==> src/rtl/ast_width_reducer_pkg.sv <==
// -----------------------------------------------------------------------------
// usr_types_and_params
//   Shared types, default widths and beat arithmetic for ast_width_reducer.
//   DATA_IN_W   : wide sink data width (multiple of DATA_OUT_W)
//   DATA_OUT_W  : narrow source data width (multiple of 8)
//   CHANNEL_W   : channel field width
//   EMPTY_IN_W  : sink empty width (bytes)
//   EMPTY_OUT_W : source empty width (bytes)
//   R           : narrow beats per full wide word
// -----------------------------------------------------------------------------
package usr_types_and_params;

    localparam int DATA_IN_W   = 64;
    localparam int DATA_OUT_W  = 16;
    localparam int CHANNEL_W   = 10;
    localparam int EMPTY_IN_W  = $clog2(DATA_IN_W / 8);
    localparam int EMPTY_OUT_W = ($clog2(DATA_OUT_W / 8) > 1) ? $clog2(DATA_OUT_W / 8) : 1;
    localparam int R           = DATA_IN_W / DATA_OUT_W;

    typedef enum logic [0:0] {
        IDLE = 1'b0,   // buffer empty
        SEND = 1'b1    // buffer full, beats pending
    } state_t;

    // Valid bytes in a captured word. Empty only matters on eop words; an
    // out-of-range empty is clamped so at least one byte is always sent.
    function automatic int unsigned valid_bytes(input int unsigned in_bytes,
                                                input int unsigned empty_in,
                                                input logic        eop);
        if (!eop)
            return in_bytes;
        if (empty_in >= in_bytes)
            return 1;
        return in_bytes - empty_in;
    endfunction

    // Index of the last narrow beat for a captured word.
    function automatic int unsigned beat_last_idx(input int unsigned in_bytes,
                                                  input int unsigned out_bytes,
                                                  input int unsigned empty_in,
                                                  input logic        eop);
        int unsigned v;
        v = valid_bytes(in_bytes, empty_in, eop);
        return (v + out_bytes - 1) / out_bytes - 1;
    endfunction

    // Empty bytes reported on the last narrow beat (0 for non-eop words).
    function automatic int unsigned beat_empty(input int unsigned in_bytes,
                                               input int unsigned out_bytes,
                                               input int unsigned empty_in,
                                               input logic        eop);
        int unsigned v;
        int unsigned beats;
        v     = valid_bytes(in_bytes, empty_in, eop);
        beats = (v + out_bytes - 1) / out_bytes;
        return beats * out_bytes - v;
    endfunction

endpackage

==> src/rtl/ast_width_reducer.sv <==
// -----------------------------------------------------------------------------
// ast_width_reducer
//   Avalon-ST width reducer: accepts one wide word, emits it MSB-first as
//   DATA_IN_W/DATA_OUT_W narrow beats (fewer on a short eop word). Ready
//   latency 0 on both sides; the next wide word may load on the same edge as
//   the last narrow beat leaves, so a continuous stream has no bubbles.
//
// Ports
//   clk_i, srst_i                 : clock, asynchronous active-high reset
//   ast_data_i/sop/eop/valid_i    : wide sink
//   ast_empty_i, ast_channel_i    : sink empty (bytes) and channel
//   ast_ready_o                   : sink ready
//   ast_data_o/sop/eop/valid_o    : narrow source
//   ast_empty_o, ast_channel_o    : source empty and channel
//   ast_ready_i                   : source ready
// -----------------------------------------------------------------------------
module ast_width_reducer
    import usr_types_and_params::*;
#(
    parameter int DATA_IN_W   = usr_types_and_params::DATA_IN_W,
    parameter int DATA_OUT_W  = usr_types_and_params::DATA_OUT_W,
    parameter int CHANNEL_W   = usr_types_and_params::CHANNEL_W,
    parameter int EMPTY_IN_W  = $clog2(DATA_IN_W / 8),
    parameter int EMPTY_OUT_W = ($clog2(DATA_OUT_W / 8) > 1) ? $clog2(DATA_OUT_W / 8) : 1
) (
    input  logic                   clk_i,
    input  logic                   srst_i,

    input  logic [DATA_IN_W-1:0]   ast_data_i,
    input  logic                   ast_startofpacket_i,
    input  logic                   ast_endofpacket_i,
    input  logic                   ast_valid_i,
    input  logic [EMPTY_IN_W-1:0]  ast_empty_i,
    input  logic [CHANNEL_W-1:0]   ast_channel_i,
    output logic                   ast_ready_o,

    output logic [DATA_OUT_W-1:0]  ast_data_o,
    output logic                   ast_startofpacket_o,
    output logic                   ast_endofpacket_o,
    output logic                   ast_valid_o,
    output logic [EMPTY_OUT_W-1:0] ast_empty_o,
    output logic [CHANNEL_W-1:0]   ast_channel_o,
    input  logic                   ast_ready_i
);

    localparam int IN_BYTES  = DATA_IN_W / 8;
    localparam int OUT_BYTES = DATA_OUT_W / 8;
    localparam int NBEATS    = DATA_IN_W / DATA_OUT_W;
    localparam int BEAT_W    = (NBEATS > 1) ? $clog2(NBEATS) : 1;

    state_t                 state_q, state_d;

    logic [DATA_IN_W-1:0]   buf_data;
    logic                   buf_sop;
    logic                   buf_eop;
    logic [CHANNEL_W-1:0]   buf_channel;
    logic [BEAT_W-1:0]      last_idx;      // index of final beat of this word
    logic [EMPTY_OUT_W-1:0] empty_last;    // empty to report on final beat
    logic [BEAT_W-1:0]      beat_cnt;

    logic                   last_beat;
    logic                   sink_fire;
    logic                   src_fire;

    assign last_beat = (beat_cnt == last_idx);

    // ------------------------------------------------------------------
    // FSM
    // ------------------------------------------------------------------
    always_ff @(posedge clk_i or posedge srst_i) begin
        if (srst_i)
            state_q <= IDLE;
        else
            state_q <= state_d;
    end

    always_comb begin
        state_d     = state_q;
        ast_ready_o = 1'b0;
        ast_valid_o = 1'b0;
        case (state_q)
            IDLE: begin
                ast_ready_o = 1'b1;
                if (ast_valid_i)
                    state_d = SEND;
            end
            SEND: begin
                ast_valid_o = 1'b1;
                // Reload in the same cycle the last beat leaves.
                ast_ready_o = last_beat && ast_ready_i;
                if (last_beat && ast_ready_i && !ast_valid_i)
                    state_d = IDLE;
            end
            default: state_d = IDLE;
        endcase
        // Reset forces the sink closed regardless of state.
        if (srst_i)
            ast_ready_o = 1'b0;
    end

    assign sink_fire = ast_valid_i && ast_ready_o;
    assign src_fire  = ast_valid_o && ast_ready_i;

    // ------------------------------------------------------------------
    // Word buffer and beat counter
    // ------------------------------------------------------------------
    always_ff @(posedge clk_i or posedge srst_i) begin
        if (srst_i) begin
            buf_data    <= '0;
            buf_sop     <= 1'b0;
            buf_eop     <= 1'b0;
            buf_channel <= '0;
            last_idx    <= '0;
            empty_last  <= '0;
            beat_cnt    <= '0;
        end else if (sink_fire) begin
            buf_data    <= ast_data_i;
            buf_sop     <= ast_startofpacket_i;
            buf_eop     <= ast_endofpacket_i;
            buf_channel <= ast_channel_i;
            last_idx    <= BEAT_W'(beat_last_idx(IN_BYTES, OUT_BYTES,
                                                 32'(ast_empty_i), ast_endofpacket_i));
            empty_last  <= EMPTY_OUT_W'(beat_empty(IN_BYTES, OUT_BYTES,
                                                   32'(ast_empty_i), ast_endofpacket_i));
            beat_cnt    <= '0;
        end else if (src_fire) begin
            beat_cnt    <= last_beat ? '0 : beat_cnt + BEAT_W'(1);
        end
    end

    // ------------------------------------------------------------------
    // Source outputs: MSB-first slice select; everything else is decoded
    // from the held buffer so it stays stable while backpressured.
    // ------------------------------------------------------------------
    always_comb begin
        ast_data_o = '0;
        for (int k = 0; k < NBEATS; k++) begin
            if (beat_cnt == BEAT_W'(k))
                ast_data_o = buf_data[DATA_IN_W-1-k*DATA_OUT_W -: DATA_OUT_W];
        end
    end

    assign ast_startofpacket_o = ast_valid_o && buf_sop && (beat_cnt == '0);
    assign ast_endofpacket_o   = ast_valid_o && buf_eop && last_beat;
    assign ast_empty_o         = ast_endofpacket_o ? empty_last : '0;
    assign ast_channel_o       = buf_channel;

endmodule
==> config.mk <==
export PLATFORM = sky130hd
export DESIGN_NAME = ast_width_reducer
export DESIGN_NICKNAME = d
export VERILOG_FILES = /design/src/rtl/ast_width_reducer_pkg.sv /design/src/rtl/ast_width_reducer.sv
export SDC_FILE = /design/constraint.sdc
export NUM_CORES = 1
export LEC_CHECK = 0
export ABC_AREA = 1
export CORE_MARGIN = 5
export CORE_UTILIZATION = 52
export DETAILED_ROUTE_END_ITERATION = 7
export HOLD_SLACK_MARGIN = 0.12
export PLACE_DENSITY = 0.83
export SLEW_MARGIN = 20
export SYNTH_ARGS = -nofsm -noshare
export SYNTH_HDL_FRONTEND = slang
export SYNTH_SLANG_ARGS = --single-unit
==> constraint.sdc <==
create_clock -name clk_i -period 11.33 [get_ports clk_i]
set_input_delay 1.6995 -clock clk_i [delete_from_list [all_inputs] [get_ports clk_i]]
set_output_delay 1.6995 -clock clk_i [all_outputs]
set_load 0.05 [all_outputs]
# ---- Yosys cells after proc, flatten, opt, wreduce, memory -nomap -nowiden
# Index checks and enable logic that the tools add are counted.
# W data, S select, Z words.
dict set report classes {
  n_eq_ne 4
  n_mux 18
  n_addsub 6
  n_bitwise 1
  reduce_logical 11
}
# cell n
set ops {}
lappend ops {{$mux W16} 4}
lappend ops {{$logic_and A1 B1 Y1} 8}
lappend ops {{$mux W1} 7}
lappend ops {{$mux W2} 3}
lappend ops {{$mux W3} 2}
lappend ops {{$eq A2 B2 Y1 const B} 2}
lappend ops {{$pmux W1 S2} 2}
lappend ops {{$add A3 B2 Y3 const B} 1}
lappend ops {{$sub A1 B3 Y3 const A} 1}
lappend ops {{$sub A3 B1 Y3 const B} 1}
lappend ops {{$add A2 B1 Y2 const B} 1}
lappend ops {{$eq A2 B1 Y1 const B} 1}
lappend ops {{$eq A2 B2 Y1} 1}
lappend ops {{$logic_not A2 Y1} 1}
lappend ops {{$reduce_bool A2 Y1} 1}
lappend ops {{$sub A2 B1 Y2 const B} 1}
lappend ops {{$logic_not A1 Y1} 1}
lappend ops {{$not A1 Y1} 1}
lappend ops {{$sub A1 B1 Y1 const A} 1}
dict set report word_totals {
  inputBits 83
  ff_bits 82
  out_inout_bits 31
  word_cells 48
}

# ---- Longest topological paths before layout
dict set report depth {
  depth_word 11
  depth_mapped 9
}

# ---- Worst setup path after synthesis
# Ideal clock, no wire load.
dict set report synth_path {
  path_type {input port to flip-flop}
  start {input srst_i}
  end {register buf_data[10]}
  t_arrival_ns 4.716
  stages 4
  n_path_buf 1
  setup_time_ns 0.080
  slack_ns 6.534
  t_required_ns 11.250
  path_cell_list {inv_2 -> clkbuf_1 -> nand4_1 -> nand2_1}
}
dict set report synth_via {
  elab_chain_len 2
}
# item line_no
set synth_lines {}
lappend synth_lines {{from (decl)} ast_width_reducer.sv:27} ;# input logic srst_i,
lappend synth_lines {{$mux W1} ast_width_reducer.sv:97} ;# if (srst_i)
lappend synth_lines {{$logic_and A1 B1 Y1} ast_width_reducer.sv:101} ;# assign sink_fire = ast_valid_i && ast_ready_o;
lappend synth_lines {{to (signal assigned)} ast_width_reducer.sv:117} ;# buf_data <= ast_data_i;
lappend synth_lines {{to (decl)} ast_width_reducer.sv:53} ;# logic [DATA_IN_W-1:0] buf_data;
# Every way passes these cells.
# A chain may end at the register's enable or synchronous reset.

# ---- Worst setup path in the final report
dict set report layout_path {
  start {input ast_ready_i}
  end {output ast_ready_o}
}
dict set report layout_via {
  elab_chain_len 3
}
# item line_no
set layout_lines {}
lappend layout_lines {{from (decl)} ast_width_reducer.sv:43} ;# input logic ast_ready_i
lappend layout_lines {{$logic_and A1 B1 Y1} ast_width_reducer.sv:90} ;# ast_ready_o = last_beat && ast_ready_i;
lappend layout_lines {{$pmux W1 S2} ast_width_reducer.sv:81} ;# case (state_q)
lappend layout_lines {{$mux W1} ast_width_reducer.sv:97}
lappend layout_lines {{to (decl)} ast_width_reducer.sv:35} ;# output logic ast_ready_o,
# Every way passes these cells.

==> flow_summary_export.csv <==
group,metric,value,unit
run_status,status,"finished, final reports clean",
die,num_rows,32,
die,coreArea,7690,um^2
pwr,power.density,297,nW/um^2
placement,dp_hpwl,7.27,mm
clock_tree,cts_root_buf,"clkbuf_8",
hold_path,hold_depth,2,
detailed_routing,wl,10.8,mm
logic_synthesis,syn_area,4090,um^2
die,die_h,98.7,um
setup_path,reg2reg_from,"beat_cnt[0]",
pwr,p_leak,2.65,nW
clock_tree,cts_buffers,9,
sta,period_minus_slack,5.03,ns
placement,placement.io_buffers,113,
sta,rsz0062_at_grt,"no",
placement,place.gp.congestion,0.835,
clock_tree,h-tree-depth,3,
global_routing,grt-ovfl-total,0,
finish,nets,687,
logic_synthesis,synth_top_cells_by_area,"dfrtp_1 50%, nand2_1 19%, nand4_1 12%",
setup_path,rrSetupSlack,8.98,ns
finish,fill_cells,629,
clock_tree,cts_hold_buf,0,
die,die_w,98.7,um
detailed_routing,drt_iter0_markers,284,
detailed_routing,routed-via-count,3879,
clock_tree,cts.clk_slew.worst_paths,0.08,ns
sta,finalCritPeriodShare,44.4,%
clock_tree,numClockSinks,82,
finish,finalInstanceArea,5400,um^2
setup_path,cp.required,9.63,ns
logic_synthesis,yosys_warnings,0,
clock_tree,cts_resized,0,
sta,max_freq,199,MHz
finish,final-seq-area,2050,um^2
global_routing,grt_pass1_vias,3732,
sta,drv_slew,0,
global_routing,antenna_found_initial,0,
global_routing,grt_pass1_wl,17.7,mm
clock_tree,cts_tree,"built",
finish,syn2layout_area_growth,32.0,%
hold_path,min_to,"buf_sop",
global_routing,grt_max_degree,92,
detailed_routing,drt-vias-per-instance,5.50,
finish,drive_gt1_share,3.98,%
clock_tree,postCtsSetupBuffers,0,
sta,hold_viol_final,0,
sta,fin_skew,0.0119,ns
finish,multi_input_area,1770,um^2
logic_synthesis,ys_types,21,
clock_tree,cts.path.max_buffers,2,
finish,fin_cells,705,
sta,maxSlewHeadroom,34.9,%
logic_synthesis,ys_ff_latch,82,
hold_path,min-delay-start,"buf_sop",
die,initial_core_util,53.2,%
setup_path,path_max_fanout,2,
sta,setup_viol,0,
die,dieArea,9740,um^2
clock_tree,clkLatencyLatePin,0.34,ns
logic_synthesis,ys_seq_area_share,50.2,%
finish,antenna_cells,0,
placement,dp.cells,689,
detailed_routing,ant_nets,0,
placement,place_area,5180,um^2
global_routing,grt.total_usage,22.2,%
run,cap_violations,0,
detailed_routing,wl_per_cell,15.3,um
setup_path,reg2regPathDepth,10,
setup_path,critPathCaptureType,"output port",
logic_synthesis,syn_nets,603,
logic_synthesis,synth_top_area_share,50.2,%
logic_synthesis,syn_area_per_cell,7.96,um^2
pwr,ir_drop,0.199,mV
detailed_routing,drc,0,
sta,tightest_slew,0.977,ns
logic_synthesis,syn_inst,514,
sta,setup_tns,0,ns
die,ios,114,
setup_path,reg2reg_to,"buf_data[40]",
logic_synthesis,yosysTopAreaCell,"dfrtp_1",
hold_path,worst_hold_path_type,"flop to flop",
setup_path,critPathLaunchType,"primary input",
detailed_routing,first_pass_iters,6,
setup_path,worstSetupPathType,"primary input to output port",
setup_path,cp.arrival,3.33,ns
[where the power goes]
part	internal (mW)	switching, mW
clock	0.130	0.0993
sequential	0.425	0.0819
combinational	0.281	0.584
total	0.836	0.765
[layer usage]
metal  track usage (%)  vias up  routed length (um)  part of all wire, %
met4              8.09        0                 284                  2.6
met3              6.86       24                 726                  6.7
met1              28.0     1830                4500                   42
met2              36.2      124                5250                   49
met5                 0        -                   0                    0
li1                  -     1901                   -                    -
[worst max-delay path by stage]
stage                           start               end  slack (ns)  cells after the start
after global routing      ast_ready_i       ast_ready_o        6.22                      4
after CTS                 ast_ready_i       ast_ready_o        6.31                      4
after floorplan                srst_i  ast_channel_o[0]        6.20                      2
final                     ast_ready_i       ast_ready_o        6.30                      4
after detailed placement  ast_ready_i       ast_ready_o        6.32                      4
after global placement    ast_ready_i       ast_ready_o        6.35                      4
[cells in the mapped netlist (all sizes together)]
cell type  instances
dfrtp             82
o211ai            16
nor3b              1
o21ai              2
and3               1
inv               19
nand4             78
ha                 6
a21oi             33
nor2              17
xnor2              2
nand3              6
buf               23
nand2            207
clkbuf            21
[cell type report]
class / instances / area share, %
tap: 102 / 2.36
sequential: 82 / 38.0
clock inverter: 4 / 1.39
inverter: 19 / 1.37
clock buffer: 12 / 2.69
timing repair buffer: 117 / 21.4
multi-input combinational: 369 / 32.8
[kinds of logic after synthesis]
family / share of synthesized area [%]
AOI/OAI and AO/OA: 7.22
xor gates and xnor gates: 0.428
adders and majority gates: 1.84
buffers and inverters: 6.61
DFF: 50.2
and+or+nand+nor: 33.7
[stage by stage]
stage          hold slack [ns]  worst slack, ns  util, %  power [mW]
2_1_floorplan            0.434             6.20        -        1.11
3_3_place_gp             0.449             6.35     67.4        1.36
3_5_place_dp             0.458             6.32     67.4        1.38
4_1_cts                  0.475             6.31     70.2        1.61
5_1_grt                  0.490             6.22     70.2        1.70
6_report                 0.474             6.30     70.2        1.60
[worst max-delay path, stage by stage]
cell and delay [ns]:
clkdlybuf4s50_1 0.50, nand3_1 0.12, a21oi_1 0.18, clkdlybuf4s50_1 0.83
[placed cells by master (no fill, tap or decap), types with 6 or more instances in the layout]
master / n
a21oi_1: 33
clkbuf_8: 10
clkdlybuf4s50_1: 112
dfrtp_1: 82
ha_1: 6
inv_1: 16
nand2_1: 206
nand4_1: 78
nor2_1: 17
o211ai_1: 16
[registers in the layout, summed over array words and instances (netlist names)]
signal / count
buf_data: 64
ast_channel_o: 10
beat_cnt: 2
last_idx: 2
buf_eop: 1
buf_sop: 1
empty_last: 1
state_q: 1
Note: power is estimated with default switching activity, not from simulation.
==> RTL change, RTL diff (same flow settings) <==
Set the package constant `DATA_IN_W` to 32 (it was 64).
--- a/src/rtl/ast_width_reducer_pkg.sv
+++ b/src/rtl/ast_width_reducer_pkg.sv
@@ -10,7 +10,7 @@
 // -----------------------------------------------------------------------------
 package usr_types_and_params;
 
-    localparam int DATA_IN_W   = 64;
+    localparam int DATA_IN_W   = 32;
     localparam int DATA_OUT_W  = 16;
     localparam int CHANNEL_W   = 10;
     localparam int EMPTY_IN_W  = $clog2(DATA_IN_W / 8);
Ports: changed (resized ast_data_i and ast_empty_i); port bits go from 114 to 81. The function was not compared with the original's and may differ.
==> RTL change against the unedited design <==
  * Core utilization is 4.5 points higher
  * Sequential cell count is 34 lower
  * Setup slack got worse by 340 ps
  * Clock skew decreased by 8.4 ps
  * Routed wire length decreased by 54%
  * Final area shrank 44%
  * Power shrank 42%
  * Worst hold slack improved by 3.4 ps
  * Register-to-register slack got worse by 950 ps
  * Synthesized area shrank 47%
  * Critical path type unchanged
  * Critical endpoint unchanged
  * Largest power group unchanged
==> RTL change: results (changes against the unedited design) <==
| Metric | Value |
|---|---|
| Layout net count | `397 (was 687)` |
| Avg Cell Area, Syn | `8.07 sq um (was 7.96 sq um)` |
| Clock buffers | `5 (was 12)` |
| R2r setup slk | `8030 ps (was 8980 ps)` |
| Vias in the first global route | `1876 (was 3732)` |
| Largest net degree at the start of global routing | `51 (was 92)` |
| Multi-input gates | `205 (was 369)` |
| Worst Tran Pin Value | `933 ps (was 977 ps)` |
| Comb power | `534 uW (was 865 uW)` |
| Non-clock buffers, area share | `26.8% (was 21.4%)` |
| Clk_skew | `3.56 ps (was 11.9 ps)` |
| Vias per cell | `4.78 (was 5.50)` |
| Worst IR Drop VDD | `0.145 mV (was 0.199 mV)` |
| RR Startpoint | `beat_cnt (was beat_cnt[0])` |
| H-tree Lvls | `2 (was 3)` |
| Seq/Total Area, Yosys | `55.1% (was 50.2%)` |
| Reg2reg path depth | `6 (was 10)` |
| #FFs+latches synth | `48 (was 82)` |
| Placed cell area | `2940 sq um (was 5180 sq um)` |
| Clk pwr share | `9.3% (was 14.3%)` |
| GRT Util Overall | `18.8% (was 22.2%)` |
| Area contributors post-synth | `dfrtp_1 (55%), nand2_1 (32%), nand2_2 (3.2%), buf_6 (3.1%), buf_2 (1.1%) (was dfrtp_1 (50%), nand2_1 (19%), nand4_1 (12%), a21oi_1 (4.0%), o211ai_1 (2.9%))` |
| Status | `completed (unchanged)` |
| Layout cell share with drive strength beyond 1 | `6.10% (was 3.98%)` |
| Commonest cells in the netlist | `nand2_1 (183), dfrtp_1 (48), nand2_2 (11) (was nand2_1 (206), dfrtp_1 (82), nand4_1 (78))` |
| Pleak | `0.00157 uW (was 0.00265 uW)` |
| Cell Int Power | `468 uW (was 836 uW)` |
| Clock Pin Slew Worst Setup and Hold Paths | `70 ps` |
| Inverters excl. clock | `5 (was 19)` |
| Footprint of the multi-input gates | `851 sq um (was 1770 sq um)` |
| Register area | `1200 sq um (was 2050 sq um)` |
| Dpl cells | `389 (was 689)` |
| DR WL/cell | `12.4 um (was 15.3 um)` |
| Crit Path Max Fanout | `50 (was 2)` |
| GPL Wtd Cong | `0.787 (was 0.835)` |
| Wirelength, routed | `4.90 mm (was 10.8 mm)` |
| Final HPWL DP | `3.39 mm (was 7.27 mm)` |
| Worst-skew pair later-pin latency | `280 ps (was 340 ps)` |
| Total chip power | `923 uW (was 1600 uW)` |
| Largest register FFs | `32 (was 64)` |
| First-pass GRT wire length | `7.94 mm (was 17.7 mm)` |
| Synth cell types | `19 (was 21)` |
| Pre-CTS WS | `5910 ps (was 6320 ps)` |
| Hold Worst Slack | `478 ps (was 474 ps)` |
## RTL change: cell types whose count changed in the layout (fill, tap and decap cells not counted), sizes merged, moves of 16 or more
cell,before,now
dfrtp,82,48
clkdlybuf4s50,112,80
o211ai,16,0
nand4,78,0
a21oi,33,0
## RTL change: how the worst max path moves through the flow
stage	from	end	slack (ps)	cells after the start
after CTS	srst_i	ast_ready_o	5910	6
after global routing	srst_i	ast_ready_o	5800	6
after detailed placement	srst_i	ast_ready_o	5910	6
after global placement	srst_i	ast_ready_o	5930	6
after floorplan	srst_i	ast_ready_o	6340	3
final	srst_i	ast_ready_o	5960	6
## RTL change: routing by layer
layer	vias to the layer above	share of wire, %	global-route usage [%]
li1	956	-	-
met1	853	40	21.7
met2	66	50	32.2
met3	8	8.7	5.47
met4	0	2.0	9.29
met5	-	0	0
## RTL change: cell families after synthesis
family / synth area share (%)
buffers and inverters: 5.80
AND/OR/NAND/NOR: 37.9
AO/OA/AOI/OAI: 0.574
adder cells (fa/ha/maj): 0.574
flip-flops: 55.1
